===== src/rtl/nexus_mult_accum.sv =====
// Accumulates COUNT products from a MULT9X9 Z stream into an ACC_W-bit sum.
// The sum is presented on a registered valid/ready output.
module nexus_mult_accum #(
    parameter int PROD_W = 18,
    parameter int ACC_W  = 24,
    parameter int COUNT  = 4,
    parameter int SIGNED = 0
) (
    input  logic              CLK,
    input  logic              RST,
    input  logic [PROD_W-1:0] P,
    input  logic              P_VALID,
    output logic              P_READY,
    input  logic              CLR,
    output logic [ACC_W-1:0]  Y,
    output logic              OVF,
    output logic              Y_VALID,
    input  logic              Y_READY
);

    localparam int CNT_W = (COUNT > 1) ? $clog2(COUNT) : 1;
    localparam logic [CNT_W-1:0] LAST = CNT_W'(COUNT - 1);

    logic [ACC_W-1:0] acc;
    logic [ACC_W-1:0] p_ext;
    logic [ACC_W-1:0] sum;
    logic [CNT_W-1:0] cnt;
    logic             ovf_acc;
    logic             carry;
    logic             add_ovf;
    logic             last;
    logic             take;

    generate
        if (ACC_W > PROD_W) begin : g_ext
            logic sbit;
            assign sbit  = (SIGNED != 0) ? P[PROD_W-1] : 1'b0;
            assign p_ext = {{(ACC_W-PROD_W){sbit}}, P};
        end else begin : g_noext
            assign p_ext = P;
        end
    endgenerate

    assign {carry, sum} = {1'b0, acc} + {1'b0, p_ext};

    // Signed overflow: like-signed operands yielding a result of the other sign.
    always_comb begin
        add_ovf = carry;
        if (SIGNED != 0)
            add_ovf = (acc[ACC_W-1] == p_ext[ACC_W-1]) && (sum[ACC_W-1] != acc[ACC_W-1]);
    end

    assign last    = (cnt == LAST);
    // Only the final product of a group can stall, and only on a full, non-draining output.
    assign P_READY = !RST && !CLR && !(last && Y_VALID && !Y_READY);
    assign take    = P_VALID && P_READY;

    always_ff @(posedge CLK) begin
        if (RST) begin
            acc     <= '0;
            cnt     <= '0;
            ovf_acc <= 1'b0;
            Y       <= '0;
            OVF     <= 1'b0;
            Y_VALID <= 1'b0;
        end else begin
            if (take && last) begin
                Y       <= sum;
                OVF     <= ovf_acc | add_ovf;
                Y_VALID <= 1'b1;
            end else if (Y_READY) begin
                Y_VALID <= 1'b0;
            end

            if (CLR || (take && last)) begin
                acc     <= '0;
                cnt     <= '0;
                ovf_acc <= 1'b0;
            end else if (take) begin
                acc     <= sum;
                cnt     <= cnt + 1'b1;
                ovf_acc <= ovf_acc | add_ovf;
            end
        end
    end

endmodule


===== config.mk =====
export PLATFORM = sky130hd
export DESIGN_NAME = nexus_mult_accum
export DESIGN_NICKNAME = d
export VERILOG_FILES = /design/src/rtl/nexus_mult_accum.sv
export SDC_FILE = /design/constraint.sdc
export NUM_CORES = 1
export LEC_CHECK = 0
export ABC_CLOCK_PERIOD_IN_PS = 2800
export CORE_AREA = 5 5 98 118
export DETAILED_ROUTE_END_ITERATION = 16
export DIE_AREA = 0 0 103 123
export GPL_ROUTABILITY_DRIVEN = 0
export RECOVER_POWER = 25
export SLEW_MARGIN = 10
export SYNTH_ARGS = -nofsm -noshare
export SYNTH_HDL_FRONTEND = slang
export SYNTH_SLANG_ARGS = --single-unit

===== constraint.sdc =====
create_clock -name CLK -period 2.8 [get_ports CLK]
set_input_delay 0.28 -clock CLK [delete_from_list [all_inputs] [get_ports CLK]]
set_output_delay 0.28 -clock CLK [all_outputs]
set_load 0.02 [all_outputs]

==> results of run 1 <==
[kinds of logic after synthesis]
family                     count (synthesis)
AOI/OAI and AO/OA                         96
xor gates and xnor gates                  26
adders and majority gates                 20
buffers and inverters                     24
DFF                                       53
muxes                                      4
and+or+nand+nor                          148
[per-stage QoR]
step                      total power [mW]  cell area, µm²  hold WS, ns  setup slack [ns]  utilization
after detailed placement             0.963            3720        0.451           -0.0851        0.359
after CTS                             1.68            3890        0.461             0.202        0.375
final                                 1.65            3880        0.454             0.191        0.375
after global placement               0.961            3720        0.443           -0.0396        0.359
after floorplan                      0.886            2990        0.430             0.489            -
after global routing                  1.74            3880        0.475            0.0423        0.375
[per-layer routing]
layer | up-vias | GRT usage
li1 | 1420 | -
met5 | - | 0
met4 | 0 | 0.0332
met1 | 1272 | 0.161
met2 | 75 | 0.232
met3 | 6 | 0.0260
[registers in the layout, summed over array words and instances, names as in the netlist]
register and count:
OVF 1, Y 24, Y_VALID 1, acc 24, cnt 2, ovf_acc 1
[worst register-to-register path, delay by kind of cell, from the launching register on]
family                     cells  cell delay (ns)
DFF                            1             0.32
xor gates and xnor gates       1             0.16
AOI/OAI and AO/OA              6             1.30
adders and majority gates      2             0.60
[power by group]
| part | internal, mW | switching (mW) |
|---|---|---|
| clock network | 0.424 | 0.284 |
| logic | 0.0834 | 0.101 |
| registers | 0.758 | 0.00271 |
| total | 1.27 | 0.388 |
[cells in the final DEF (no fill, tap or decap), types with 3 or more instances in the layout]
cell / n
nand3b_1: 6
a21o_1: 12
nand4_1: 3
a21oi_1: 40
o21ai_0: 12
mux2i_1: 4
and3_1: 5
nand2_1: 68
a211oi_1: 13
nor3b_1: 3
dlygate4sd3_1: 18
or3_1: 5
inv_1: 5
ha_1: 19
nand3_1: 6
nor2_1: 30
xnor2_1: 15
clkdlybuf4s50_1: 31
nor3_1: 10
dfxtp_1: 53
nor2b_1: 3
buf_4: 19
clkbuf_16: 5
xor2_1: 11
[final timing paths]
path,startpoint,cells past startpoint,slack [ns],to
max,P[0],10,0.19,Y[14]$_SDFFE_PP0P_
min,Y[5]$_SDFFE_PP0P_,2,0.45,Y[5]$_SDFFE_PP0P_
max reg2reg,acc[0]$_SDFFE_PP0N_,9,0.29,Y[14]$_SDFFE_PP0P_
min reg2reg,Y[5]$_SDFFE_PP0P_,2,0.45,Y[5]$_SDFFE_PP0P_
[area by class of cell]
class | count | area, µm²
inverter | 5 | 18.8
sequential | 53 | 1060
tap | 129 | 161
clock buffer | 5 | 125
timing repair buffer | 70 | 641
multi-input combinational | 294 | 1830
clock inverter | 3 | 43.8
fill | 1083 | 6480
==> results.toml, run 1 <==
[timing]
max_freq_ghz = 0.383
fin_skew_ns = 0.00913
final_max_slew_viol_count = 0
fin_crit_sh = 0.932
relSlewSlack = 0.174
hold_violations = 0
setup_tns_ns = 0
fin_crit_ns = 2.61
rsz0062_at_grt = "false"
setup_viol = 0
worst_slew_pin_slew_ns = 1.24

[grt]
grt-ovfl-total = 0
grt_pass1_wl_um = 13300
grt_pass1_vias = 2741
grt_start_max_net_pins = 30
grt_usage = 0.131
antenna_found_initial = 0

[hold_path]
hp-class = "flop to flop"

[cells_and_area]
fin_cells = 559
drive_gt1_frac = 0.0814
nets = 472
area_delta_synth_final_pct = 29.8
antenna_cells = 0

[drt]
drt-met1-wl_um = 3420
wl_met2_um = 3970
wl_met3_um = 407
drc_errors = 0
ant_nets = 0
top_layer = "met4"
dr_total_vias = 2773
wl_per_cell_um = 14.1
dr.first_iter.drc_count = 126
first_pass_iters = 4
vias_per_cell = 4.96
drt_wl_total_um = 7880

[synthesis]
yosys-top-cells-count = "nand2_1 (68), dfxtp_1 (53), a21oi_1 (40), nor2_1 (30), ha_1 (19)"
synth_xor_area_frac = 0.0762
synth_top_family_by_area = "simple AND/OR/NAND/NOR gates"
yosys.area_share.simple = 0.228
synth_fa_ha_area_frac = 0.0862
yosysSeqAreaShare = 0.355
syn_inst = 371
synthArstFlopShare = 0
synthMuxAreaShare = 0.0134
ys_seq_elements = 53
synth_flop_cell = "dfxtp_1"
synth-edff-count = 0
syn_nets = 414
synth_warnings = 0
ys_top_cells_by_area = "dfxtp_1 (35%), nand2_1 (8.5%), ha_1 (7.9%)"
synth_compound_area_frac = 0.208
synthDominantCellAreaShare = 0.355
yosys.area.top_type = "dfxtp_1"
netlist_area_um2 = 2990
syn_area_per_cell_um2 = 8.06
yosysMostFrequentCell = "nand2_1"
synth.distinct_cells = 47

[clock_tree]
cts_buffer_depth = 2
clkSinkCount = 53
holdBufCountCts = 0
cts_tree = "built"
htreeDepth = 2
cts-buffers-inserted = 5
root_buffer = "clkbuf_16"
clk_pin_slew_ns = 0.07
cts_setup_buffers = 0
clock_latency_ns = 0.29
post_cts_resized = 0

[setup_path]
worst_path_largest_cell_delay_ns = 0.40
endpoint_kind = "flop"
crit_chain = "clkdlybuf4s50_1 > ha_1 > fa_1 > a21o_1 > a221o_1 > o21ai_2 > o21ai_2 > a31oi_2 > xor2_1 > o21ai_0"
cp_slowest_cell = "clkdlybuf4s50_1"
cp_max_fo = 4
worst_setup_path_start_kind = "primary input"
critical_path_class = "primary input to flop"
cpLargestDelayFamily = "compound AO/OA/AOI/OAI gates"
required_ns = 2.95
critPathBufInv = 1
crit_top_cell = "o21ai_2"
critPathArrivalTime_ns = 2.76

[die]
fp-row-count = 41
initial_utilization = 0.289
dieArea_um2 = 12700
die_x_um = 103
num_io_pins = 50
die_y_um = 123
core_um2 = 10400

[power_and_ir_drop]
ir_drop_uv = 266
p_leak_nw = 1.56
p_per_area_nw_per_um2 = 426

[outcome]
status = "completed"

[placed_design]
numPortBuffers = 49
hpwl_um = 6030
dp.cells = 551

[job]
cap_violations = 0
No activity file was read; power rests on OpenSTA's default activity.
==> inputs of run 2 (changes only) <==
==> constraint.sdc (replaced) <==
create_clock -name CLK -period 2.8 [get_ports CLK]
set_input_delay 0.56 -clock CLK [delete_from_list [all_inputs] [get_ports CLK]]
set_output_delay 0.56 -clock CLK [all_outputs]
set_load 0.1 [all_outputs]
==> results.toml, run 2 (same netlist as run 1, synthesis figures left out) <==
[outcome]
status = "completed"

[setup_path]
critPathArrivalTime_ns = 2.87
cp_max_fo = 4
worst_path_largest_cell_delay_ns = 0.47
startpoint = "P[1]"
critPathBufInv = 2
regToRegStartpoint = "acc[0]$_SDFFE_PP0N_"
crit_chain = "clkdlybuf4s50_1 > fa_2 > a21o_1 > a221o_1 > o21ai_4 > buf_6 > o31ai_1 > xor2_1 > nand2_1 > a21oi_2"
required_ns = 3.02
critical_path_class = "primary input to flop"
endpoint_kind = "flop"
cp_slowest_cell = "clkdlybuf4s50_1"
cpLargestDelayFamily = "compound AO/OA/AOI/OAI gates"
worst_setup_path_start_kind = "primary input"

[drt]
drc_errors = 0
ant_nets = 0
first_pass_iters = 4
wl_per_cell_um = 14.6
dr.first_iter.drc_count = 136
vias_per_cell = 4.90
drt_wl_total_um = 8530
dr_total_vias = 2871

[placed_design]
numPortBuffers = 49
hpwl_um = 6390
dp.cells = 577
placed_area_um2 = 3860

[timing]
setup_tns_ns = 0
final_max_slew_viol_count = 0
fin_crit_ns = 2.65
hold_violations = 0
fin_crit_sh = 0.947
setup_viol = 0
max_freq_ghz = 0.377
rsz0062_at_grt = "false"
relSlewSlack = 0.215
worst_slew_pin_slew_ns = 1.18
fin_skew_ns = 0.00763

[cells_and_area]
n_fill_cell = 1113
drive_gt1_frac = 0.166
reg_top3 = "Y: 24 flops, acc: 24 flops, cnt: 2 flops"
fin_cells = 586
nets = 500
final_cell_mix = "nand2_1 (68), buf_4 (55), dfxtp_1 (53)"
area_delta_synth_final_pct = 33.0
fin_area_um2 = 3980
final_common_cell = "nand2_1"
antenna_cells = 0

[power_and_ir_drop]
p_total_mw = 1.60
ir_drop_uv = 196
p_per_area_nw_per_um2 = 403
p_leak_nw = 1.61

[clock_tree]
holdBufCountCts = 0
cts-buffers-inserted = 5
htreeDepth = 2
clock_latency_ns = 0.29
clkSinkCount = 53
cts_tree = "built"
cts_buffer_depth = 2
clk_pin_slew_ns = 0.07
root_buffer = "clkbuf_16"

[grt]
grt_pass1_vias = 2829
grt_start_max_net_pins = 30
grt-ovfl-total = 0
grt_usage = 0.136
grt_pass1_wl_um = 13600
antenna_found_initial = 0

[die]
fp-row-count = 41
initial_utilization = 0.289
num_io_pins = 50
dieArea_um2 = 12700
die_x_um = 103
core_um2 = 10400
die_y_um = 123

[job]
cap_violations = 0

[hold_path]
hold_start = "Y[3]$_SDFFE_PP0P_"
hp-class = "flop to flop"
## run 2: cell types whose count changed in the layout (fill, tap and decap cells not counted), moves of 10 or more
cell             change
buf_4               +36
clkbuf_1            +17
clkdlybuf4s50_1     -10
dlygate4sd3_1       -18
## run 2: power breakdown
part | switching, mW | total (mW) | internal [mW]
Sequential | 0.00289 | 0.761 | 0.758
Combinational | 0.113 | 0.214 | 0.102
Clock | 0.277 | 0.629 | 0.352
Total | 0.393 | 1.60 | 1.21
## run 2: path summary, 6_finish.rpt
path | endpoint | slack, ns | depth (start not counted)
worst max-delay path | acc[16]$_SDFFE_PP0N_ | 0.15 | 10
worst max register to register | acc[16]$_SDFFE_PP0N_ | 0.42 | 10
worst min-delay path | Y[3]$_SDFFE_PP0P_ | 0.45 | 2
worst min register to register | Y[3]$_SDFFE_PP0P_ | 0.45 | 2
## run 2: timing repair
item	in CTS	in global routing
pin swaps	3	7
gates resized for setup	3	4
endpoints found under the setup margin	10	10
setup buffers	0	2
## run 2: layout make-up
class                   count  area, µm²  share of cell area
repair buffers             98        738               0.186
multi-input cells         294       1850               0.466
flip-flops and latches     53       1060               0.267
clock buffers               6        139              0.0349
clock inverters             1       7.51             0.00189
well taps                 129        161              0.0406
inverters                   5       18.8             0.00472
## run 2: routing by layer
layer,up-vias,part of all wire,GRT usage
met1,1337,0.42,0.161
met4,0,0.0079,0.0283
met5,-,0,0
li1,1474,-,-
met3,5,0.046,0.0282
met2,55,0.52,0.251
## run 2: worst register-to-register path, stage by stage (launching register included)
cell and delay (ns):
dfxtp_1 0.32, ha_2 0.20, fa_2 0.37, a21o_1 0.18, a221o_1 0.38, o21ai_4 0.24, buf_6 0.13, o31ai_1 0.07
xor2_1 0.19, nand2_1 0.09, a21oi_2 0.14
## run 2: stage by stage
stage          worst slack [ns]  hold WS (ns)  utilization
2_1_floorplan            0.0262         0.430            -
3_3_place_gp             -0.321         0.442        0.372
3_5_place_dp             -0.383         0.448        0.372
4_1_cts                  0.0146         0.458        0.388
5_1_grt                 0.00552         0.471        0.384
6_report                  0.149         0.454        0.384
==> inputs of run 3 (changes only) <==
PLACE_DENSITY_LB_ADDON = 0.05   (was default)
==> results.toml, run 3 (same netlist as run 1, synthesis figures left out) <==
[drt]
drc_errors = 0
first_pass_iters = 4
ant_nets = 0
dr.first_iter.drc_count = 63
wl_per_cell_um = 14.8
drt_wl_total_um = 8810
dr_total_vias = 2850
vias_per_cell = 4.80

[clock_tree]
htreeDepth = 2
clk_pin_slew_ns = 0.07
cts_tree = "built"
cts_buffer_depth = 2
clkSinkCount = 53
root_buffer = "clkbuf_16"
clock_latency_ns = 0.30
cts-buffers-inserted = 5

[cells_and_area]
nets = 507
antenna_cells = 0
drive_gt1_frac = 0.183
fin_area_um2 = 4040
final_cell_mix = "nand2_1 (68), buf_4 (61), dfxtp_1 (53)"
reg_top3 = "Y: 24 flops, acc: 24 flops, cnt: 2 flops"
area_delta_synth_final_pct = 35.2
final_common_cell = "nand2_1"

[die]
dieArea_um2 = 12700
fp-row-count = 41
initial_utilization = 0.289
die_y_um = 123
die_x_um = 103
num_io_pins = 50
core_um2 = 10400

[grt]
grt_pass1_wl_um = 14400
antenna_found_initial = 0
grt_start_max_net_pins = 30
grt_usage = 0.147
grt_pass1_vias = 2849
grt-ovfl-total = 0

[timing]
hold_slack_ns = 0.452
setup_viol = 0
fin_skew_ns = 0.00444
worst_slew_pin_slew_ns = 1.21
fin_crit_ns = 2.67
relSlewSlack = 0.198
hold_violations = 0
max_freq_ghz = 0.375
final_max_slew_viol_count = 0
fin_crit_sh = 0.953
rsz0062_at_grt = "false"

[placed_design]
placed_area_um2 = 3920
hpwl_um = 6700
numPortBuffers = 49

[power_and_ir_drop]
p_leak_nw = 1.65
ir_drop_uv = 205
p_total_mw = 1.60
p_per_area_nw_per_um2 = 396

[setup_path]
critPathArrivalTime_ns = 2.85
critical_path_class = "primary input to flop"
cp_max_fo = 3
reg2reg_slack_ns = 0.40
endpoint_kind = "flop"
worst_setup_path_start_kind = "primary input"
required_ns = 2.98
rr_worst_depth = 9

[outcome]
status = "completed"

[hold_path]
hp-class = "flop to flop"
hold_depth = 2

[job]
cap_violations = 0
==> run 3: changes by cell type in the layout (fill, tap and decap cells not counted), sizes merged <==
cell	before	now
clkbuf	25	27
buf	57	63
==> run 3: cell type report <==
cell class / instances / area, µm²
Timing Repair Buffer: 105 / 787
Sequential cell: 53 / 1060
Clock buffer: 7 / 133
Multi-Input combinational cell: 294 / 1880
Inverter: 5 / 18.8
Fill cell: 1125 / 6320
Clock inverter: 1 / 7.51
Tap cell: 129 / 161
==> run 3: per-layer routing <==
metal  part of all wire  vias to the layer above  wire length [µm]  track usage
met1               0.44                     1310              3870        0.177
met2               0.51                       39              4530        0.264
met3              0.029                       10               258       0.0209
met4              0.017                        0               148       0.0478
li1                   -                     1491                 -            -
met5                  0                        -                 0            0
==> run 3: stage by stage <==
stage | setup TNS [ns] | setup WS, ns | cells | utilization
floorplan | 0 | 0.0262 | 371 | -
global placement | -5.97 | -0.335 | 585 | 0.378
detailed placement | -6.06 | -0.372 | 585 | 0.378
CTS | 0 | 0.0114 | 594 | 0.393
global route | 0 | 0.0120 | 594 | 0.390
finish | 0 | 0.133 | 594 | 0.390
==> run 3: final timing paths <==
path | from | to
max | P[1] | Y[14]$_SDFFE_PP0P_
max reg2reg | acc[0]$_SDFFE_PP0N_ | Y[14]$_SDFFE_PP0P_
min reg2reg | Y[8]$_SDFFE_PP0P_ | Y[8]$_SDFFE_PP0P_
min | Y[8]$_SDFFE_PP0P_ | Y[8]$_SDFFE_PP0P_
==> run 3: timing repair <==
| action | 4_1_cts | 5_1_grt |
|---|---|---|
| hold buffers | 0 | 0 |
| setup endpoints to repair | 7 | 15 |
| pin swaps | 0 | 9 |
| buffers inserted | 1 | 0 |
| endpoints found under the hold margin | 0 | 0 |
| gates resized for setup | 1 | 13 |
==> run 3: power by group <==
group          internal [mW]  switching, mW  leakage (nW)  total [mW]
combinational          0.107          0.116          1.16       0.223
clock                  0.333          0.283        0.0641       0.616
sequential             0.758        0.00267         0.427       0.761
total                   1.20          0.402          1.65        1.60
==> run 3: critical path: stages <==
cell and delay, ns:
clkdlybuf4s50_1 0.46, fa_2 0.41, a21o_1 0.18, a221o_1 0.39, o21ai_4 0.25, o21ai_2 0.10
a31oi_2 0.24, xor2_1 0.18, o21ai_0 0.08
